**config.mk**
```make
export PLATFORM = sky130hd
export DESIGN_NAME = mem_port_arbiter
export DESIGN_NICKNAME = d
export VERILOG_FILES = /design/src/rtl/mem_port_arbiter.sv
export SDC_FILE = /design/constraint.sdc
export NUM_CORES = 1
export LEC_CHECK = 0
export CORE_MARGIN = 2
export CORE_UTILIZATION = 55
export CTS_CLUSTER_DIAMETER = 40
export DETAILED_ROUTE_END_ITERATION = 6
export PLACE_DENSITY = 0.95
export SYNTH_ARGS = -nofsm -noshare
export SYNTH_HDL_FRONTEND = slang
export SYNTH_SLANG_ARGS = --single-unit
```
**constraint.sdc**
```tcl
create_clock -name clk_in -period 4.12 [get_ports clk_in]
set_input_delay 0.412 -clock clk_in [delete_from_list [all_inputs] [get_ports clk_in]]
set_output_delay 0.412 -clock clk_in [all_outputs]
set_load 0.05 [all_outputs]
```
**src/rtl/mem_port_arbiter.sv**
```systemverilog
// Memory port arbiter: serialises instruction-fetch lines and load/store
// accesses onto an 8-bit RAM/IO bus. The load/store buffer has priority.
// Optional feature macro: MC_FAIRNESS_EN (bounds how long IF can be starved).
module mem_port_arbiter #(
    parameter int unsigned LINE_BYTES   = 4,
    parameter int unsigned ADDR_W       = 32,
    parameter logic [1:0]  IO_HI        = 2'b11,
    parameter int unsigned STARVE_LIMIT = 4
) (
    input  logic                    clk_in,
    input  logic                    rst_in,
    input  logic                    rdy_in,
    input  logic                    clr_in,
    input  logic                    io_buffer_full,
    input  logic [7:0]              mem_to_mc_din,
    output logic [7:0]              mc_to_mem_dout,
    output logic [ADDR_W-1:0]       mc_to_mem_addr,
    output logic                    mc_to_mem_wr,
    input  logic                    if_to_mc_req,
    input  logic [ADDR_W-1:0]       if_to_mc_addr,
    output logic [LINE_BYTES*8-1:0] mc_to_if_line,
    output logic                    mc_to_if_done,
    input  logic                    lsb_to_mc_req,
    input  logic                    lsb_to_mc_we,
    input  logic [2:0]              lsb_to_mc_len,
    input  logic                    lsb_to_mc_signed,
    input  logic [ADDR_W-1:0]       lsb_to_mc_addr,
    input  logic [31:0]             lsb_to_mc_wdata,
    output logic [31:0]             mc_to_lsb_rdata,
    output logic                    mc_to_lsb_ld_done,
    output logic                    mc_to_lsb_st_done,
    output logic                    mc_to_lsb_idle
);

    localparam int unsigned LINE_W    = LINE_BYTES * 8;
    localparam int unsigned BUF_BYTES = (LINE_BYTES > 4) ? LINE_BYTES : 4;
    localparam int unsigned BUF_W     = BUF_BYTES * 8;
    localparam int unsigned IDX_W     = $clog2(BUF_W);

    typedef enum logic [2:0] {
        S_IDLE, S_LOAD, S_STORE, S_FETCH, S_WAIT_IO
    } state_e;

    state_e              state_q, state_d;
    logic [ADDR_W-1:0]   base_q, base_d, addr_q, addr_d;
    logic [4:0]          len_q, len_d, iss_q, iss_d, rd_q, rd_d;
    logic                pend_q, pend_d, io_q, io_d, sgn_q, sgn_d, wr_q, wr_d;
    logic [31:0]         wdata_q, wdata_d, rdata_q, rdata_d;
    logic [7:0]          dout_q, dout_d;
    logic [BUF_W-1:0]    rbuf_q, rbuf_d;
    logic [LINE_W-1:0]   line_q, line_d;
    logic                if_done_q, if_done_d, ld_done_q, ld_done_d, st_done_q, st_done_d;
    logic                lsb_ok, if_ok, pick_lsb, pick_if, lsb_io;
    logic [IDX_W-1:0]    rd_pos;
`ifdef MC_FAIRNESS_EN
    logic [2:0]          starve_q, starve_d;
`endif

    // Zero- or sign-extend a 1/2/4-byte load result from bit 8*len-1.
    function automatic logic [31:0] extend(input logic [31:0] raw, input logic [4:0] len,
                                           input logic sgn);
        case (len)
            5'd1:    extend = {{24{sgn & raw[7]}}, raw[7:0]};
            5'd2:    extend = {{16{sgn & raw[15]}}, raw[15:0]};
            default: extend = raw;
        endcase
    endfunction

    // Arbitration: a requester whose done pulse is still high is not regranted.
    always_comb begin
        lsb_ok = lsb_to_mc_req && !(ld_done_q || st_done_q);
        if_ok  = if_to_mc_req && !if_done_q;
`ifdef MC_FAIRNESS_EN
        pick_if = if_ok && (!lsb_ok || (32'(starve_q) >= STARVE_LIMIT));
`else
        pick_if = if_ok && !lsb_ok;
`endif
        pick_lsb = lsb_ok && !pick_if;
        lsb_io   = (lsb_to_mc_addr[17:16] == IO_HI);
        rd_pos   = IDX_W'({rd_q, 3'b000});
    end

    // Next-state and datapath: one byte per cycle, pipelined reads, IO pacing.
    // NOTE: every _d starts from its _q so no path through this block can infer a latch.
    always_comb begin
        state_d   = state_q;   base_d  = base_q;  addr_d  = addr_q;
        len_d     = len_q;     iss_d   = iss_q;   rd_d    = rd_q;
        pend_d    = pend_q;    io_d    = io_q;    sgn_d   = sgn_q;
        wr_d      = wr_q;      wdata_d = wdata_q; rdata_d = rdata_q;
        dout_d    = dout_q;    rbuf_d  = rbuf_q;  line_d  = line_q;
        if_done_d = if_done_q; ld_done_d = ld_done_q; st_done_d = st_done_q;
`ifdef MC_FAIRNESS_EN
        starve_d  = starve_q;
`endif
        if (rdy_in) begin
            if_done_d = 1'b0;
            ld_done_d = 1'b0;
            st_done_d = 1'b0;
            case (state_q)
                S_IDLE: begin
                    wr_d   = 1'b0;
                    addr_d = '0;
                    if (pick_lsb) begin
                        base_d  = lsb_to_mc_addr;
                        addr_d  = lsb_to_mc_addr;
                        len_d   = {2'b00, lsb_to_mc_len};
                        sgn_d   = lsb_to_mc_signed;
                        wdata_d = lsb_to_mc_wdata;
                        io_d    = lsb_io;
                        rd_d    = '0;
`ifdef MC_FAIRNESS_EN
                        if (if_to_mc_req && starve_q != 3'd7) starve_d = starve_q + 3'd1;
`endif
                        if (!lsb_to_mc_we) begin
                            iss_d   = 5'd1;
                            pend_d  = 1'b1;
                            state_d = S_LOAD;
                        end else if (lsb_io && io_buffer_full) begin
                            iss_d   = '0;
                            state_d = S_WAIT_IO;
                        end else begin
                            wr_d    = 1'b1;
                            dout_d  = lsb_to_mc_wdata[7:0];
                            iss_d   = 5'd1;
                            state_d = S_STORE;
                        end
                    end else if (pick_if) begin
                        base_d  = if_to_mc_addr;
                        addr_d  = if_to_mc_addr;
                        len_d   = 5'(LINE_BYTES);
                        io_d    = 1'b0;
                        iss_d   = 5'd1;
                        rd_d    = '0;
                        pend_d  = 1'b1;
                        state_d = S_FETCH;
`ifdef MC_FAIRNESS_EN
                        starve_d = '0;
`endif
                    end
                end
                S_LOAD, S_FETCH: begin
                    if (clr_in && !(state_q == S_LOAD && io_q)) begin
                        state_d = S_IDLE;
                        addr_d  = '0;
                        pend_d  = 1'b0;
                    end else if (!pend_q && rd_q == len_q) begin
                        state_d = S_IDLE;
                        if (state_q == S_FETCH) begin
                            if_done_d = 1'b1;
                            line_d    = rbuf_q[LINE_W-1:0];
                        end else begin
                            ld_done_d = 1'b1;
                            rdata_d   = extend(rbuf_q[31:0], len_q, sgn_q);
                        end
                    end else begin
                        if (pend_q) begin
                            rbuf_d[rd_pos +: 8] = mem_to_mc_din;
                            rd_d = rd_q + 5'd1;
                        end
                        // IO reads wait for the outstanding byte before the next address.
                        if (iss_q != len_q && !(io_q && pend_q)) begin
                            addr_d = base_q + ADDR_W'(iss_q);
                            iss_d  = iss_q + 5'd1;
                            pend_d = 1'b1;
                        end else begin
                            addr_d = '0;
                            pend_d = 1'b0;
                        end
                    end
                end
                S_STORE: begin
                    if (iss_q == len_q) begin
                        wr_d      = 1'b0;
                        addr_d    = '0;
                        st_done_d = 1'b1;
                        state_d   = S_IDLE;
                    end else if (io_q && io_buffer_full) begin
                        wr_d    = 1'b0;
                        addr_d  = base_q + ADDR_W'(iss_q);
                        state_d = S_WAIT_IO;
                    end else begin
                        wr_d   = 1'b1;
                        addr_d = base_q + ADDR_W'(iss_q);
                        dout_d = wdata_q[{iss_q[1:0], 3'b000} +: 8];
                        iss_d  = iss_q + 5'd1;
                    end
                end
                S_WAIT_IO: begin
                    wr_d = 1'b0;
                    if (!io_buffer_full) begin
                        wr_d    = 1'b1;
                        addr_d  = base_q + ADDR_W'(iss_q);
                        dout_d  = wdata_q[{iss_q[1:0], 3'b000} +: 8];
                        iss_d   = iss_q + 5'd1;
                        state_d = S_STORE;
                    end
                end
                default: state_d = S_IDLE;
            endcase
        end
    end

    // State register with synchronous reset; a reset mid-store leaves written bytes alone.
    // NOTE: sequential state uses non-blocking assignments so all flops update together.
    always_ff @(posedge clk_in) begin
        if (rst_in) begin
            state_q <= S_IDLE;  base_q  <= '0; addr_q  <= '0; len_q <= '0;
            iss_q   <= '0;      rd_q    <= '0; pend_q  <= 1'b0; io_q <= 1'b0;
            sgn_q   <= 1'b0;    wr_q    <= 1'b0; wdata_q <= '0; rdata_q <= '0;
            dout_q  <= '0;      line_q  <= '0;
            if_done_q <= 1'b0;  ld_done_q <= 1'b0; st_done_q <= 1'b0;
            // NOTE: the byte buffer is small, so it is reset like the rest rather than left X.
            rbuf_q  <= '0;
`ifdef MC_FAIRNESS_EN
            starve_q <= '0;
`endif
        end else begin
            state_q <= state_d; base_q  <= base_d; addr_q  <= addr_d; len_q <= len_d;
            iss_q   <= iss_d;   rd_q    <= rd_d;   pend_q  <= pend_d; io_q  <= io_d;
            sgn_q   <= sgn_d;   wr_q    <= wr_d;   wdata_q <= wdata_d; rdata_q <= rdata_d;
            dout_q  <= dout_d;  line_q  <= line_d;
            if_done_q <= if_done_d; ld_done_q <= ld_done_d; st_done_q <= st_done_d;
            rbuf_q  <= rbuf_d;
`ifdef MC_FAIRNESS_EN
            starve_q <= starve_d;
`endif
        end
    end

    assign mc_to_mem_dout    = dout_q;
    assign mc_to_mem_addr    = addr_q;
    assign mc_to_mem_wr      = wr_q;
    assign mc_to_if_line     = line_q;
    assign mc_to_if_done     = if_done_q;
    assign mc_to_lsb_rdata   = rdata_q;
    assign mc_to_lsb_ld_done = ld_done_q;
    assign mc_to_lsb_st_done = st_done_q;
    assign mc_to_lsb_idle    = (state_q == S_IDLE);

endmodule
```
==> results of run 1 <==
-- cells in the mapped netlist, drive strengths merged, types with 7 or more instances --
library cell  number  share of area [%]
mux2i             12                1.2
nand2b            13               0.78
a21oi            140                6.7
a211oi            37                3.0
buf               34                2.0
a221oi             8               0.67
xnor2             19                1.6
a21boi            26                1.9
mux4               8                1.7
and3               9               0.54
nor2             132                4.8
ha                12                1.4
and2               8               0.48
nor2b              7               0.42
nand2            284                 10
clkbuf            64                2.3
o21ai             56                2.7
nor3              26                1.3
xor2              23                1.9
inv               12               0.43
nand4              8               0.48
a2111oi            7               0.59
a311oi            26                2.2
nand3             50                2.4
dfxtp            223                 43
-- registers in the layout, summed over array words and instances, names as in the netlist, 3 cells and up --
| signal | count |
|---|---|
| base_q | 32 |
| iss_q | 5 |
| len_q | 3 |
| mc_to_if_line | 32 |
| mc_to_lsb_rdata | 32 |
| mc_to_mem_addr | 32 |
| mc_to_mem_dout | 8 |
| rbuf_q | 32 |
| rd_q | 5 |
| state_q | 3 |
| wdata_q | 32 |
-- routing by layer --
layer  routed length, um  up-vias  global-route usage (%)  share of wire [%]
li1                    -     4906                       -                  -
met1               12700     5069                    40.2                 38
met2               15800      773                    54.6                 47
met3                3750      149                    7.59                 11
met4                1400        2                    13.4                4.2
met5                  13        -                       0              0.039
-- layout make-up --
cell class / count / area [um^2] / area share, %
sequential: 223 / 4460 / 32.6
tap: 234 / 293 / 2.14
inverter: 12 / 45.0 / 0.329
timing repair buffer: 240 / 2380 / 17.3
clock inverter: 23 / 260 / 1.90
clock buffer: 33 / 803 / 5.86
multi-input combinational: 974 / 5460 / 39.9
-- metrics by stage --
step | hold slack [ns] | instances | power (W)
final | 0.355 | 1739 | 0.00652
after CTS | 0.346 | 1739 | 0.00648
after global routing | 0.371 | 1739 | 0.00673
after floorplan | 0.433 | 1307 | 0.00333
after detailed placement | 0.445 | 1683 | 0.00380
after global placement | 0.439 | 1683 | 0.00376
-- worst max-delay path by stage --
stage / start / to / slack (ns) / cells past startpoint
floorplan: iss_q[1]$_SDFFE_PP0P_ / mc_to_mem_addr[24]$_SDFFE_PP0P_ / 1.47 / 10
global placement: clr_in / mc_to_lsb_rdata[10]$_SDFFE_PP0P_ / 1.17 / 6
detailed placement: clr_in / mc_to_lsb_rdata[9]$_SDFFE_PP0P_ / 1.00 / 6
CTS: state_q[1]$_SDFFE_PP0P_ / mc_to_lsb_rdata[14]$_SDFFE_PP0P_ / 1.08 / 6
global route: base_q[0]$_SDFFE_PP0P_ / mc_to_mem_addr[26]$_SDFFE_PP0P_ / 0.69 / 9
finish: base_q[0]$_SDFFE_PP0P_ / mc_to_mem_addr[30]$_SDFFE_PP0P_ / 0.89 / 9
-- cell families after synthesis --
logic type / after synthesis
adder cells (fa/ha/maj): 13
AND/OR/NAND/NOR: 558
buffers and inverters: 110
flip-flops: 223
XOR/XNOR: 42
multiplexers: 20
AO/OA/AOI/OAI: 341
-- worst max-delay path: stages (launching register included) --
cell       delay [ns]
dfxtp_1          0.35
ha_1             0.18
inv_1            0.06
fa_1             0.40
nor2b_1          0.18
o2111ai_1        0.56
a2111oi_0        0.81
xor2_1           0.16
a221oi_1         0.31
nor2_1           0.09
-- power breakdown --
group | switching [W] | internal (W) | leakage, nW
clock | 0.00108 | 0.00163 | 0.522
combinational | 0.000848 | 0.000504 | 2.58
sequential | 0.000157 | 0.00230 | 1.82
total | 0.00208 | 0.00444 | 4.92
==> impl_metrics.tcl, run 1 <==
set metrics [dict create \
    final_core_util_pct 73.5 \
    vias 10899 \
    holdPathStages 2 \
    dp_hpwl_mm 21.2 \
    synth_nets 1436 \
    ys_seq_area_share_pct 43.0 \
    start_kind "flip-flop" \
    r2r_start "base_q[0]$_SDFFE_PP0P_" \
    fp.dieArea_mm2 0.0200 \
    min_to "state_q[1]$_SDFFE_PP0P_" \
    final_common_cell "nand2_1" \
    min_path_type "in -> reg" \
    tightest_slew_ns 1.24 \
    place.gp.congestion 0.885 \
    ys_ff_latch 223 \
    placed_area_mm2 0.0126 \
    cts_tree "yes" \
    ff2ff_path_depth 9 \
    synth-async-reset-ratio_pct 0 \
    hold_start "rst_in" \
    h-tree-depth 1 \
    synth_top_family_by_area "simple AND/OR/NAND/NOR gates" \
    cp.arrival_ns 3.64 \
    cp.required_ns 4.54 \
    initial_core_util_pct 55.7 \
    drt-pass1-iter-count 7 \
    setup_viol 0 \
    synth_cells 1307 \
    areaGrowthSynthToFinish_pct 32.0 \
    synth-xor-area-share_pct 3.54 \
    final.fill_count 1248 \
    worst_slack_ns 0.894 \
    worstSkewPairLatency_ns 0.55 \
    yosys_warnings 0 \
    p_leak_nw 4.92 \
    critical_path_class "reg -> reg" \
    syn_area_mm2 0.0104 \
    clock-root-buffer "clkbuf_16" \
    avgSynthCellArea_um2 7.95 \
    slew_headroom_pct 17.1 \
    slew_viol_final 0 \
    routed_via_density 6.27 \
    grt_max_degree 103 \
    r2r_setup_slack_ns 0.89 \
    maxCapViolations 0 \
    io_pins 225 \
    ctsResizeCount 0 \
    grt_use_total_pct 32.4 \
    status "finished clean" \
    cts.clk_slew.worst_paths_ns 0.06 \
    rsz0062_at_grt "false" \
    synth-adder-area-share_pct 1.64 \
    postRouteAntennaNets 0 \
    max_freq_mhz 310 \
    drive_above_1_share_pct 6.64 \
    portBuffers 224 \
    ys_types 61 \
    cts.path.max_buffers 3 \
    r2r_end "mc_to_mem_addr[30]$_SDFFE_PP0P_" \
    final.min_clock_period_ns 3.23 \
    grt-ovfl-total 0 \
    cts_sinks 223 \
    cellPowerDensity_mw_per_mm2 476 \
    synth-simple-area-share_pct 23.1 \
    grt_pass1_wl_mm 53.4 \
    period_share_pct 78.3 \
    wl_per_cell_um 19.4 \
    die_w_um 141 \
    fp.coreArea_mm2 0.0186 \
    drc 0 \
    endpoint_kind "flip-flop" \
    grt_pass1_vias 10566 \
    drt_iter0_markers 1256 \
    ctsHoldBuffers 0 \
    routed_wl_mm 33.7 \
    synth_compound_area_share_pct 21.1 \
    die_y_um 141 \
    hold_viol 0 \
    cts_setup_buffers 0 \
    ys.flop_type "dfxtp_1" \
    yosys-mux-area-fraction_pct 2.89 \
    num_antenna_cells 0 \
    synth_edf_count 0 \
    worst-path-max-fanout 13 \
    irDropWorstVdd_mv 0.343 \
    fin_nets 1610 \
    tns_ns 0 \
    skew_ns 0.0119 \
    core.rowCount 50 \
    dp_slack_ns 1.00 \
    layout_common_cells "nand2_1 (284), dfxtp_1 (223), clkdlybuf4s50_1 (223), a21oi_1 (139), nor2_1 (130)" \
    antenna_found_initial 1 \
    cts_made_buffers 30 \
    final_area_mm2 0.0137 \
]
Power figures use the tool's default switching activity.
==> run 2, diff against run 1 <==
Settings changed: CORE_UTILIZATION 55 to 51, PLACE_DENSITY 0.95 to 0.91.
Clock period 4.12 ns to 3.1 ns, I/O delays scaled along.
==> run 2 against run 1 <==
Sequential share of layout area decreased by 0.25 points. Combinational power increased by 34%. Non-clock buffer count increased by 12. Critical path depth decreased by 6. Largest cell class unchanged. Largest power group unchanged.
==> impl_metrics.tcl, run 2 (same netlist as run 1, synthesis figures left out) <==
set metrics [dict create \
    status "finished clean" \
    fp.dieArea_mm2 0.0215 \
    rsz0062_at_grt "false" \
    endpoint_kind "output pin" \
    vias 10647 \
    place.gp.congestion 0.893 \
    tns_ns 0 \
    core.rowCount 52 \
    drc 0 \
    skew_ns 0.0160 \
    grt_pass1_wl_mm 52.0 \
    power.total_w 0.00856 \
    routed_via_density 5.96 \
    initial_core_util_pct 51.7 \
    regArea_mm2 0.00446 \
    p_sw_w 0.00263 \
    grt_pass1_vias 10158 \
    dp_slack_ns 0.414 \
    wl_per_cell_um 18.3 \
    pwr-share-seq_pct 38.0 \
    power_switching_share_pct 30.8 \
    die_y_um 147 \
    fin_nets 1622 \
    critical_path_class "reg -> out" \
    cts_setup_buffers 0 \
    ctsResizeCount 0 \
    setup_viol 0 \
    start_kind "flip-flop" \
    h-tree-depth 1 \
    wl_met1_mm 12.8 \
    grt_use_total_pct 29.2 \
    cts.clk_slew.worst_paths_ns 0.05 \
    pwr-share-clk_pct 40.8 \
    cts_tree "yes" \
    postRouteAntennaNets 0 \
    drt-pass1-iter-count 6 \
    die_w_um 147 \
    num_antenna_cells 0 \
    period_share_pct 94.0 \
    dp_hpwl_mm 21.4 \
    routed_wl_mm 32.7 \
    cts_sinks 223 \
    worst_slack_ns 0.187 \
    final.fill_count 1463 \
    cts_made_buffers 30 \
    slew_headroom_pct 38.0 \
    instances_no_fill 1785 \
    grt-ovfl-total 0 \
    slew_viol_final 0 \
    wl_met2_mm 15.2 \
    worst-path-max-fanout 15 \
    hold_viol 0 \
    multi_input_area_mm2 0.00546 \
    cp.arrival_ns 2.60 \
    dr_wl_met3_mm 3.75 \
    final.min_clock_period_ns 2.91 \
    p_leak_nw 4.95 \
    areaGrowthSynthToFinish_pct 33.0 \
    portBuffers 224 \
    cellPowerDensity_mw_per_mm2 620 \
    combinationalPowerShare_pct 21.2 \
    antenna_found_initial 1 \
    drive_above_1_share_pct 7.00 \
    tightest_slew_ns 0.928 \
    cts.path.max_buffers 3 \
    layout_common_cells "nand2_1 (284), dfxtp_1 (223), clkdlybuf4s50_1 (223), a21oi_1 (139), nor2_1 (130)" \
    irDropWorstVdd_mv 0.430 \
    worstSkewPairLatency_ns 0.56 \
    grt_max_degree 104 \
    io_pins 225 \
    maxCapViolations 0 \
    clock-root-buffer "clkbuf_16" \
    dpl.cell_count 1731 \
    fp.coreArea_mm2 0.0201 \
    drt_iter0_markers 893 \
    cp.required_ns 2.79 \
    final_common_cell "nand2_1" \
    ctsHoldBuffers 0 \
    max_freq_mhz 343 \
    highest_layer "met5" \
    min_path_type "in -> reg" \
    power.internal_w 0.00592 \
]
-- run 2: metrics by stage --
stage                     instance area, um^2  hold WS (ns)  utilization [%]
final                                   13800         0.256             68.7
after global routing                    13800         0.270             68.7
after detailed placement                12800         0.447             63.6
after CTS                               13800         0.240             68.7
after global placement                  12800         0.440             63.6
after floorplan                         10400         0.433                -
-- run 2: layer usage --
metal	vias to the layer above	global-route usage, %
li1	4927	-
met1	4943	37.6
met2	682	48.0
met3	93	7.55
met4	2	10.0
met5	-	0
-- run 2: final cells by class --
| type | instances | share of cell area (%) |
|---|---|---|
| Tap cell | 270 | 2.45 |
| Clock buffer | 37 | 5.84 |
| Inverter | 12 | 0.326 |
| Clock inverter | 17 | 1.55 |
| Sequential cell | 223 | 32.3 |
| Timing Repair Buffer | 252 | 17.9 |
| Multi-Input combinational cell | 974 | 39.6 |
-- run 2: final timing paths --
path	start	end	slack (ns)	depth (start not counted)
setup / recovery	state_q[2]$_SDFFE_PP0P_	mc_to_lsb_idle	0.19	3
hold / removal	rst_in	mc_to_mem_addr[1]$_SDFFE_PP0P_	0.26	2
setup reg to reg	pend_q$_SDFFE_PP0P_	mc_to_lsb_rdata[10]$_SDFFE_PP0P_	0.37	6
hold reg to reg	wdata_q[9]$_SDFFE_PP0P_	wdata_q[9]$_SDFFE_PP0P_	0.45	2
-- run 2: power groups by stage --
stage          combinational (W)  sequential (W)  clock [W]
6_report                 0.00181         0.00325    0.00349
5_1_grt                  0.00193         0.00327    0.00365
4_1_cts                  0.00179         0.00325    0.00351
3_5_place_dp             0.00177         0.00330          0
3_3_place_gp             0.00172         0.00329          0
2_1_floorplan           0.000915         0.00351          0
-- run 2: critical path: stages (launching register included) --
cell	delay, ns
dfxtp_1	0.49
or3_1	0.48
inv_1	0.19
clkdlybuf4s50_1	0.88
==> run 3, diff against run 2 <==
Settings changed: SLEW_MARGIN set to 20.
==> results of run 3 <==
Same layout as run 2: the final DEF is identical, and so are final timing and power.
